--- src/rtl/muxn_pipe.sv ---
// muxn_pipe: N:1 multiplexer feeding a single registered output stage with a
// valid/ready handshake. The channel comes from sel (MODE 0) or from a
// round-robin scan over the valid channels (MODE 1).
//
// Handshake: a word moves on any port when valid && ready are both high in the
// same rising clk edge. Valid must not depend on ready. in_ready is
// combinational from the output register state and out_ready. out_valid and
// out_data are registered only.
module muxn_pipe #(
  parameter int WIDTH = 8,
  parameter int N     = 4,
  parameter int MODE  = 0,
  parameter int SELW  = $clog2(N)
) (
  input  logic               clk,
  input  logic               rst_n,
  input  logic [N*WIDTH-1:0] in_data,
  input  logic [N-1:0]       in_valid,
  output logic [N-1:0]       in_ready,
  input  logic [SELW-1:0]    sel,
  output logic [WIDTH-1:0]   out_data,
  output logic               out_valid,
  output logic [SELW-1:0]    out_ch,
  input  logic               out_ready
);

  // Output register occupancy. out_valid is the state, visible to checkers.
  typedef enum logic {
    ST_EMPTY = 1'b0,
    ST_FULL  = 1'b1
  } state_t;

  state_t          state_q, state_d;
  logic [SELW-1:0] ptr_q, ptr_d;
  logic [SELW-1:0] grant;
  logic [SELW-1:0] scan_idx;
  logic            grant_ok;
  logic            accept;
  logic            xfer;

  // Pick the granted channel: sel directly, or the first valid channel at or
  // after the round-robin pointer. Out-of-range sel grants nothing.
  always_comb begin
    grant    = '0;
    grant_ok = 1'b0;
    scan_idx = '0;
    if (MODE == 0) begin
      if (int'(sel) < N) begin
        grant    = sel;
        grant_ok = 1'b1;
      end
    end else begin
      for (int i = 0; i < N; i++) begin
        scan_idx = SELW'((int'(ptr_q) + i) % N);
        if (!grant_ok && in_valid[scan_idx]) begin
          grant    = scan_idx;
          grant_ok = 1'b1;
        end
      end
    end
  end

  // Handshake and next-state: refill when empty or when the held word is
  // being popped. The pointer moves past the winner only on a real transfer.
  always_comb begin
    accept   = (state_q == ST_EMPTY) || out_ready;
    in_ready = '0;
    if (rst_n && grant_ok && accept) begin
      in_ready[grant] = 1'b1;
    end
    xfer    = rst_n && grant_ok && accept && in_valid[grant];
    state_d = state_q;
    ptr_d   = ptr_q;
    if (xfer) begin
      state_d = ST_FULL;
      if (MODE != 0) begin
        ptr_d = SELW'((int'(grant) + 1) % N);
      end
    end else if (out_ready) begin
      state_d = ST_EMPTY;
    end
  end

  // Occupancy and round-robin pointer registers.
  always_ff @(posedge clk or negedge rst_n) begin
    if (!rst_n) begin
      state_q <= ST_EMPTY;
      ptr_q   <= '0;
    end else begin
      state_q <= state_d;
      ptr_q   <= ptr_d;
    end
  end

  // Output data/channel register. Loads only on a transfer, so it holds
  // through stalls and never follows the inputs combinationally.
  always_ff @(posedge clk or negedge rst_n) begin
    if (!rst_n) begin
      out_data <= '0;
      out_ch   <= '0;
    end else if (xfer) begin
      out_data <= in_data[grant*WIDTH +: WIDTH];
      out_ch   <= grant;
    end
  end

  assign out_valid = (state_q == ST_FULL);

endmodule

--- config.mk ---
export PLATFORM = sky130hd
export DESIGN_NAME = muxn_pipe
export DESIGN_NICKNAME = d
export VERILOG_FILES = /design/src/rtl/muxn_pipe.sv
export SDC_FILE = /design/constraint.sdc
export NUM_CORES = 1
export LEC_CHECK = 0
export BUFFER_PORTS_ARGS = -buffer_cell sky130_fd_sc_hd__buf_2
export CORE_UTILIZATION = 25
export DETAILED_ROUTE_END_ITERATION = 12
export SYNTH_ARGS = -nofsm -noshare
export SYNTH_HDL_FRONTEND = slang
export SYNTH_SLANG_ARGS = --single-unit
--- constraint.sdc ---
create_clock -name clk -period 1.7 [get_ports clk]
set_input_delay 0.255 -clock clk [delete_from_list [all_inputs] [get_ports clk]]
set_output_delay 0.255 -clock clk [all_outputs]
set_load 0.02 [all_outputs]
== Yosys cells after proc, flatten, opt, wreduce, memory -nomap -nowiden ==
Cells that the tools add are included.

* Bits in registers: 11
* Bits of input ports: 41
* Output and inout port bits: 15

* Magnitude comparators: 2
* Shifts and indexed selects: 1
* Multiplexer cells: 7
* Bitwise gates (word level): 1
* Reductions and logical operators: 5

{| class="wikitable"
|+ Operator list
! operator !! count
|-
| variable part select 32 x 6 -> 8 bit || 1
|-
| two-way mux 1 bit || 4
|-
| two-way mux 4 bit || 1
|-
| logical AND 1 bit || 3
|-
| less-than comparator 2 x 3 -> 1 bit, second input constant || 1
|-
| binary-select mux 1 bit (select 2 bit) || 1
|-
| demux 1 bit (select 2 bit) || 1
|-
| >= comparator 2 x 1 -> 1 bit, second input constant || 1
|-
| nonzero test 2 bit || 1
|-
| logical OR 1 bit || 1
|-
| NOT 1 bit || 1
|}

== Logic depth before layout (Yosys ltp) ==
* Depth in word-level cells: 5
* Depth in mapped cells: 4

== Least setup slack after synthesis ==
No wires, ideal clock.

* Path kind: in2out
* Start point: in sel[1]
* End point: out in_ready[2]
* Arrival time: 1365 ps
* Slack: 80 ps
* Stages on the path: 4
* Buffers on the path: 2
* Cell sequence: clkbuf_1 > clkbuf_1 > inv_1 > nor3_1

* Word-level cells in the longest chain between the ends: 5

{| class="wikitable"
|+ Ends and longest elaborated chain
! item !! line !! RTL
|-
| start: declaration || 20 || <nowiki>input logic [SELW-1:0] sel,</nowiki>
|-
| less-than comparator 2 x 3 -> 1 bit (implied by the code) or >= comparator 2 x 1 -> 1 bit (tied branches) || 69 || <nowiki>in_ready[grant] = 1'b1;</nowiki>
|-
| logical AND 1 bit (implied by the code) || 69 ||
|-
| two-way mux 1 bit (implied by the code) || 69 ||
|-
| demux 1 bit (select 2 bit) (*) || 69 ||
|-
| two-way mux 4 bit (*) || 68 || <nowiki>if (rst_n && grant_ok && accept) begin</nowiki>
|-
| end: declaration || 19 || <nowiki>output logic [N-1:0] in_ready,</nowiki>
|}

Every way passes the cells marked *; elsewhere a longest branch is shown, timed or not.

== Final worst setup path ==
* Start point: reg state_q, in the netlist out_valid
* End point: out in_ready[0]

* Word-level cells in the longest chain between the ends: 4

{| class="wikitable"
|+ Ends and longest elaborated chain
! item !! line !! RTL
|-
| start: declaration || 33 || <nowiki>state_t state_q, state_d;</nowiki>
|-
| start signal: assignment || 90 || <nowiki>state_q <= state_d;</nowiki>
|-
| NOT 1 bit || 66 || <nowiki>accept = (state_q == ST_EMPTY) || out_ready;</nowiki>
|-
| logical OR 1 bit || 66 ||
|-
| logical AND 1 bit || 68 ||
|-
| two-way mux 4 bit || 68 ||
|}

Every way passes these cells.

==> impl_metrics.tcl <==
set metrics [dict create \
    ir_drop_mv 0.465 \
    relSlewSlack_pct 65.0 \
    htreeDepth 1 \
    grt_pass1_wl_microns 3030 \
    fin_nets 149 \
    startpoint_type "flip-flop" \
    grt_max_degree 12 \
    path_class "flip-flop to primary output" \
    dpl.hpwl_microns 1460 \
    cp-end-kind "primary output" \
    grt_antenna_before_repair 0 \
    hp-class "input port to flip-flop" \
    clock_path_buffers 2 \
    drtIter0Drc 0 \
    die_h_microns 55.5 \
    synth_seq_cells 11 \
    final.min_clock_period_ns 1.49 \
    setup-tns-final_ns 0 \
    internal_power_w 0.000602 \
    synth_edf_count 0 \
    post-route-period-util_pct 87.7 \
    syn_nets 88 \
    drtPass1Iterations 1 \
    clkPwrFrac_pct 19.7 \
    synth_cell_type_count 15 \
    row_count 19 \
    area.sequential_sq_um 275 \
    cpLargestDelayFamily "flip-flops" \
    drc 0 \
    slowest_stage "dfrtp_1" \
    mostFrequentLayoutCells "55 x buf_2, 11 x mux2_2, 11 x dfrtp_1" \
    numCtsBuffers 3 \
    p_per_area_nw_per_um2 859 \
    clk_latency_ns 0.27 \
    cp_data_required_time_ns 1.44 \
    setup_viol 0 \
    p_sw_w 0.000316 \
    crit_start "out_valid" \
    gp_congestion 0.666 \
    fmax_mhz 670 \
    seq_area_frac_synth_pct 38.5 \
    slew_violations 0 \
    io_buffers 55 \
    cts_tree "built" \
    syn_avg_cell_area_sq_um 15.2 \
    cts.sink_count 11 \
    skew_ns 0.00297 \
    reg2reg_from "out_valid" \
    worst_pin_slew_ns 0.523 \
    start_util_pct 26.1 \
    grt_overflow 0 \
    vias 667 \
    diodes 0 \
    multi_input_comb_area_sq_um 417 \
    yosys_warnings 0 \
    worstPathCellList "nand2b_2, nand2_1, nor3_1, buf_2" \
    max_cap_violations 0 \
    cts_root_buf "clkbuf_4" \
    pin_count 56 \
    die-area_sq_um 3080 \
    final_common_cell "buf_2" \
    cp_max_fo 6 \
    p_leak_nw 0.536 \
    netlist_instances 47 \
    syn-cell-area_sq_um 714 \
    status "completed" \
    slowest_delay_ns 0.40 \
    critPathArrivalTime_ns 1.24 \
    timing.hold.ws_ns 0.337 \
    core_area_sq_um 2730 \
    crit_buf_inv 1 \
    grt.total_usage_pct 12.9 \
    comb_power_share_pct 40.6 \
    area_growth_pct 49.6 \
    viasPerCell 4.83 \
    share_seq_of_total_power_pct 39.6 \
    path_clk_slew_ns 0.07 \
    hold_violations 0 \
    drive_gt1_share_pct 75.7 \
    switching_share_pct 34.4 \
    nFillCells 277 \
    ant_nets 0 \
    grt_pass1_vias 730 \
    dieWidth_microns 55.5 \
    wl_per_cell_microns 13.0 \
    synth_ff_type "dfrtp_1" \
    async_flop_share_pct 100 \
    drt-total-wl_microns 1790 \
    hold_start "out_ready" \
    rsz0062_at_grt "no" \
]
==> area by class of cell <==
cell class	count	area share [%]
Clock buffer	4	2.46
Inverter	1	0.351
Multi-Input combinational cell	32	39.0
Sequential cell	11	25.8
Tap cell	31	3.63
Timing Repair Buffer	59	28.8
==> power by group through the flow <==
stage | logic [W] | clock network, W | registers (W)
after CTS | 0.000378 | 0.000190 | 0.000364
after global placement | 0.000367 | 0 | 0.000369
after floorplan | 0.000141 | 0 | 0.000452
after global routing | 0.000399 | 0.000201 | 0.000373
after detailed placement | 0.000376 | 0 | 0.000368
final | 0.000373 | 0.000181 | 0.000364
==> registers in the layout, summed over array words and instances (netlist names) <==
name and count:
out_data 8, out_ch 2, out_valid 1
==> metrics by stage <==
step                cell area, sq um  std cells  utilization [%]  total power [W]  worst slack (ns)
global route                    1070        138             39.1         0.000973            0.0568
CTS                             1070        138             39.0         0.000933            0.0896
global placement                1030        133             37.7         0.000736             0.168
finish                          1070        138             39.1         0.000918             0.208
detailed placement              1030        133             37.7         0.000744             0.128
floorplan                        714         47                -         0.000593            0.0801
==> worst reg2reg max path, cell delays in order (launching register included) <==
cell      delay [ns]
dfrtp_1         0.37
nand2b_2        0.12
nand3_4         0.18
mux2_2          0.35
==> cell usage after synthesis (2+ instances only) <==
cell,number,area share (%)
mux4_1,3,11
mux2_2,11,17
mux4_2,6,19
nor3_1,2,1.4
nor2_1,2,1.1
nand2_1,2,1.1
clkbuf_1,2,1.1
dfrtp_1,11,39
nand3_1,2,1.4
==> kinds of logic (layout without fill, tap and decap cells) <==
| group | after synthesis | count (layout) | share of synthesized area, % |
|---|---|---|---|
| multiplexers | 20 | 20 | 47.3 |
| flip-flops | 11 | 11 | 38.5 |
| AND/OR/NAND/NOR | 10 | 10 | 8.23 |
| buffers and inverters | 4 | 64 | 3.50 |
| AO/OA/AOI/OAI | 2 | 2 | 2.45 |
==> path summary, 6_finish.rpt <==
check | slack, ns | depth (start not counted) | end
worst max-delay path | 0.21 | 4 | in_ready[0]
worst min-delay path | 0.34 | 3 | out_valid
worst max register to register | 0.56 | 3 | out_data[1]
worst min register to register | 0.50 | 1 | out_data[7]
max in group asynchronous | 0.76 | 2 | out_data[4]
min in group asynchronous | 0.59 | 2 | out_ch[0]
==> repair_timing <==
| item | CTS | global route |
|---|---|---|
| hold buffers | 1 | 0 |
| buffers inserted | 0 | 0 |
| endpoints found under the setup margin | 0 | 2 |
| endpoints found under the hold margin | 11 | 0 |
| resized for setup | 0 | 1 |
==> per-layer routing <==
layer  routed length [microns]  track usage [%]  up-vias
met2                       934             21.7       33
met5                         0                0        -
met1                       694             14.8      322
met3                       156             3.75        2
li1                          -                -      310
met4                         8             6.43        0
Note: power is estimated with default switching activity, not from simulation.
